--- config.mk ---
export PLATFORM = sky130hd
export DESIGN_NAME = issue_scoreboard
export DESIGN_NICKNAME = d
export VERILOG_FILES = /design/src/rtl/issue_scoreboard.sv
export SDC_FILE = /design/constraint.sdc
export NUM_CORES = 1
export LEC_CHECK = 0
export CORE_UTILIZATION = 43
export DETAILED_ROUTE_END_ITERATION = 6
export PLACE_DENSITY = 0.78
export SETUP_SLACK_MARGIN = 0.1
export SYNTH_ARGS = -nofsm -noshare
export SYNTH_HDL_FRONTEND = slang
export SYNTH_SLANG_ARGS = --single-unit
--- constraint.sdc ---
create_clock -name clock -period 6.3 [get_ports clock]
set_input_delay 1.26 -clock clock [delete_from_list [all_inputs] [get_ports clock]]
set_output_delay 1.26 -clock clock [all_outputs]
set_load 0.1 [all_outputs]
--- src/rtl/issue_scoreboard.sv ---
// issue_scoreboard: in-order issue stage with pending-write scoreboard, RAW/WAW/structural stall and registered output slot.
module issue_scoreboard #(
  parameter int NUM_REGS    = 32,
  parameter int ADDR_W      = 5,
  parameter int NUM_FU      = 3,
  parameter int FU_W        = 2,
  parameter int PAYLOAD_W   = 96,
  parameter int STALL_CNT_W = 16
) (
  input  logic                   clock,
  input  logic                   reset,
  input  logic                   id_iss_valid,
  input  logic [ADDR_W-1:0]      id_iss_srca,
  input  logic [ADDR_W-1:0]      id_iss_srcb,
  input  logic                   id_iss_usesb,
  input  logic [ADDR_W-1:0]      id_iss_regdest,
  input  logic                   id_iss_writereg,
  input  logic [FU_W-1:0]        id_iss_fu,
  input  logic [PAYLOAD_W-1:0]   id_iss_payload,
  input  logic                   iss_flush,
  input  logic [NUM_FU-1:0]      fu_ready,
  input  logic                   wb_valid,
  input  logic [ADDR_W-1:0]      wb_addr,
  output logic                   iss_ex_valid,
  output logic [FU_W-1:0]        iss_ex_func_unit,
  output logic [ADDR_W-1:0]      iss_ex_regdest,
  output logic                   iss_ex_writereg,
  output logic [PAYLOAD_W-1:0]   iss_ex_payload,
  output logic                   iss_stall,
  output logic [ADDR_W:0]        iss_pending_count,
  output logic [STALL_CNT_W-1:0] iss_stall_cycles
);
  logic [NUM_REGS-1:0] pending, wb_mask, set_mask, pend_eff, pend_nxt;
  logic                raw, waw, slot_rdy, fu_ok, slot_free, issue;
  logic [ADDR_W:0]     cnt_nxt;
  // Writeback is bypassed so a same-cycle release unblocks the waiting instruction.
  assign wb_mask   = (wb_valid && wb_addr != '0) ? (NUM_REGS'(1) << wb_addr) : '0;
  assign pend_eff  = pending & ~wb_mask;
  assign raw       = pend_eff[id_iss_srca] | (id_iss_usesb & pend_eff[id_iss_srcb]);
  assign waw       = id_iss_writereg & (id_iss_regdest != '0) & pend_eff[id_iss_regdest];
  always_comb begin
    slot_rdy = 1'b0;
    fu_ok    = 1'b0;
    for (int i = 0; i < NUM_FU; i++) begin
      if (iss_ex_func_unit == FU_W'(i)) slot_rdy = fu_ready[i];
      if (id_iss_fu == FU_W'(i)) fu_ok = 1'b1;
    end
  end
  assign slot_free = ~iss_ex_valid | slot_rdy;
  assign iss_stall = id_iss_valid & (raw | waw | ~slot_free | ~fu_ok | iss_flush);
  assign issue     = id_iss_valid & ~iss_stall;
  assign set_mask  = (issue && id_iss_writereg && id_iss_regdest != '0) ? (NUM_REGS'(1) << id_iss_regdest) : '0;
  assign pend_nxt  = pend_eff | set_mask;
  always_comb begin
    cnt_nxt = '0;
    for (int i = 0; i < NUM_REGS; i++) cnt_nxt = cnt_nxt + (ADDR_W+1)'(pend_nxt[i]);
  end
  always_ff @(posedge clock or posedge reset) begin
    if (reset) begin
      pending           <= '0;
      iss_pending_count <= '0;
      iss_stall_cycles  <= '0;
      iss_ex_valid      <= 1'b0;
      iss_ex_func_unit  <= '0;
      iss_ex_regdest    <= '0;
      iss_ex_writereg   <= 1'b0;
      iss_ex_payload    <= '0;
    end else begin
      pending           <= pend_nxt;
      iss_pending_count <= cnt_nxt;
      if (iss_stall && !(&iss_stall_cycles)) iss_stall_cycles <= iss_stall_cycles + 1'b1;
      if (issue) begin
        iss_ex_valid     <= 1'b1;
        iss_ex_func_unit <= id_iss_fu;
        iss_ex_regdest   <= id_iss_regdest;
        iss_ex_writereg  <= id_iss_writereg;
        iss_ex_payload   <= id_iss_payload;
      end else if (slot_free || iss_flush) begin
        iss_ex_valid <= 1'b0;
      end
    end
  end
endmodule

==> flow_metrics.env <==
export IMPL_num_vias=7361
export IMPL_path_clk_slew_ns=0.07
export IMPL_clk_latency_ns=0.43
export IMPL_grt_max_degree=74
export IMPL_critPathLaunchType="input port"
export IMPL_nNetsFinal=1243
export IMPL_port_buffers=255
export IMPL_fill_cells=1305
export IMPL_setup_viol=6
export IMPL_grt_pass1_vias=7750
export IMPL_syn_num_nets=840
export IMPL_routed_wl_mm=27.1
export IMPL_final_cell_area_sq_um=13300
export IMPL_async_reset_ff_frac=1.00
export IMPL_dr_first_iter_drc_count=502
export IMPL_hold_path_class="reg2reg"
export IMPL_timing_final_hold_violations=0
export IMPL_cts_sinks=159
export IMPL_ys_seq_area_frac=0.483
export IMPL_cap_violations=0
export IMPL_die_area_sq_um=19700
export IMPL_netlist_area_sq_um=8240
export IMPL_slew_headroom=0.298
export IMPL_grt_ovfl_total=0
export IMPL_cp_arrival_ns=7.88
export IMPL_grt_setup_unrepaired="true"
export IMPL_die_h_um=140
export IMPL_postCtsHoldBufs=0
export IMPL_cts_root_buf="clkbuf_16"
export IMPL_place_congestion=1.02
export IMPL_synthToLayoutAreaGrowth_pct=60.9
export IMPL_ios=256
export IMPL_diodes=0
export IMPL_outcome="complete, but fails checks"
export IMPL_detail_route_wl_per_cell_um=20.3
export IMPL_switchingPower_mw=3.14
export IMPL_ys_seq_elements=159
export IMPL_regArea_sq_um=3980
export IMPL_coreArea_sq_um=18800
export IMPL_synth_area_top_cells="dfrtp_1 (48%), mux2_1 (13%), fa_1 (5.8%)"
export IMPL_p_total_mw=5.90
export IMPL_grt_use_total=0.285
export IMPL_drc=0
export IMPL_period_minus_slack_ns=7.52
export IMPL_max_slew_worst_pin_slew_ns=1.05
export IMPL_drv_slew=0
export IMPL_yosysMostFrequentCell="dfrtp_1"
export IMPL_end_kind="flop"
export IMPL_clk_path_buf_depth=2
export IMPL_fin_crit_sh=1.19
export IMPL_multiInputGateArea_sq_um=4260
export IMPL_timing_hold_ws_ns=0.415
export IMPL_synth_cells=680
export IMPL_skew_ns=0.0142
export IMPL_power_leakage_nw=5.72
export IMPL_power_frac_seq=0.247
export IMPL_synth_cell_type_count=67
export IMPL_dr_pass1_iters=5
export IMPL_cts_inserted_buffers=17
export IMPL_start_util=0.439
export IMPL_synth_top_cell_by_area="dfrtp_1"
export IMPL_swShare=0.533
export IMPL_rows=50
export IMPL_synth_flop_cell="dfrtp_1"
export IMPL_whs_path_depth=0
export IMPL_worst_slack_ns=-1.22
export IMPL_ys_warn_count=0
export IMPL_grt_pass1_wl_mm=42.5
export IMPL_cp_max_fo=16
export IMPL_ir_worst_vdd_uv=352
export IMPL_p_int_mw=2.76
export IMPL_ctsHtreeMaxLevel=4
export IMPL_max_freq_ghz=0.133
export IMPL_synth_edf_count=0
export IMPL_powerDensity_nw_per_um2=445
export IMPL_pwr_share_clk=0.187
export IMPL_antenna_left=0
export IMPL_drive_gt1_frac=0.277
export IMPL_ys_top_cells_by_count="dfrtp_1 (159), mux2_1 (96), inv_1 (43), nand2_1 (26), fa_1 (24)"
export IMPL_comb_power_share=0.566
export IMPL_worstPathRequired_ns=6.66
export IMPL_fin_util=0.706
export IMPL_viasPerCell=5.53
export IMPL_reg2reg_depth=25
export IMPL_syn_avg_cell_area_sq_um=12.1
export IMPL_tritoncts="done"
export IMPL_die_x_um=140
export IMPL_violations="negative setup slack"
export IMPL_antenna_found_initial=0
export IMPL_yosysTopAreaCellShare=0.483
export IMPL_criticalPathCategory="in2reg"
export IMPL_dpl_hpwl_mm=20.2
export IMPL_post_dp_cell_area_sq_um=12200
-- worst max-delay path: stages --
cell and delay, ns:
buf_8 0.11, or4b_4 0.62, o21ai_4 0.18, mux2i_1 0.10, a211oi_1 0.21, o21ai_1 0.16, a2111oi_4 0.33, nand4_1 0.16
buf_6 0.17, buf_12 0.13, buf_8 0.13, buf_4 0.19, o31ai_1 0.48, buf_4 0.23, fa_2 0.44, fa_2 0.55
fa_2 0.43, fa_1 0.49, inv_1 0.05, fa_1 0.49, inv_2 0.04, ha_4 0.15, fa_2 0.33, a21o_1 0.18
a21oi_2 0.13, xnor2_1 0.12
-- cells by family (layout without fill, tap and decap cells) --
group	Yosys count	count (layout)	synth area share
flip-flops	159	159	0.483
adder cells (fa/ha/maj)	32	32	0.0705
multiplexers	131	131	0.187
XOR/XNOR	20	20	0.0213
buffers and inverters	89	505	0.0441
AO/OA/AOI/OAI	116	116	0.102
AND/OR/NAND/NOR	133	133	0.0919
-- power groups by stage --
stage	logic [mW]	clock network [mW]	registers, mW
floorplan	0.532	0	3.31
global placement	3.26	0	1.46
detailed placement	3.29	0	1.47
CTS	3.33	1.13	1.46
global route	3.47	1.17	1.50
finish	3.34	1.10	1.46
-- repair_timing --
action                     in CTS  in global routing
setup endpoints to repair       6                  6
setup buffers                  15                  5
gates cloned                    1                  0
gates resized for setup        76                 21
pin swaps                      33                 18
-- flip-flops by register name, summed over array words and instances, names as in the netlist --
name               cells
iss_ex_payload        96
pending               32
iss_stall_cycles      16
iss_pending_count      6
iss_ex_regdest         5
iss_ex_func_unit       2
iss_ex_valid           1
iss_ex_writereg        1
-- path summary, 6_finish.rpt --
check | start | end | slack (ns)
max in group asynchronous | reset | iss_ex_payload[6] | 3.87
worst min register to register | pending[0] | pending[0] | 0.41
worst min-delay path | pending[0] | pending[0] | 0.41
min in group asynchronous | reset | iss_ex_payload[69] | 1.19
worst max register to register | pending[17] | iss_pending_count[4] | -0.38
worst max-delay path | wb_addr[3] | iss_pending_count[4] | -1.22
-- metal layers --
layer  GRT usage  routed length [um]  up-vias  share of wire
li1            -                   -     3258              -
met4       0.136                1200        0          0.045
met3      0.0862                2490       92          0.092
met2       0.478               13200      435           0.49
met5           0                   0        -              0
met1       0.334               10100     3576           0.37
-- per-stage QoR --
stage                     TNS [ns]  std cells  setup slack (ns)
after floorplan              -6.78        680             -1.39
after global placement      -11.85       1278             -2.18
after detailed placement    -11.97       1278             -2.21
after CTS                    -6.57       1326             -1.33
after global routing         -7.33       1330             -1.41
final                        -6.28       1330             -1.22
-- cells in the final DEF, fill, tap and decap left out, types with 7 or more instances in the layout --
cell type        instances
inv_1                   36
nor2_1                  18
dfrtp_1                159
mux4_2                   7
mux2_1                  96
nand3_1                 18
o31ai_1                 10
o21ai_1                 12
o31ai_4                  7
mux2_2                  15
o21ai_2                  8
buf_4                  156
buf_6                   10
o21ai_0                 13
mux2i_1                 11
fa_1                    20
xnor2_1                 15
inv_2                   13
clkbuf_16               18
o31a_1                  11
nand4_1                 15
o211ai_1                 7
clkdlybuf4s50_1        245
nand2_1                 24
-- cell type report --
class / instances / area share
repair buffers: 423 / 0.294
clock buffers: 17 / 0.0321
well taps: 234 / 0.0221
inverters: 50 / 0.0145
clock inverters: 15 / 0.0157
multi-input cells: 432 / 0.321
flip-flops and latches: 159 / 0.300
No activity file was read; power rests on OpenSTA's default activity.
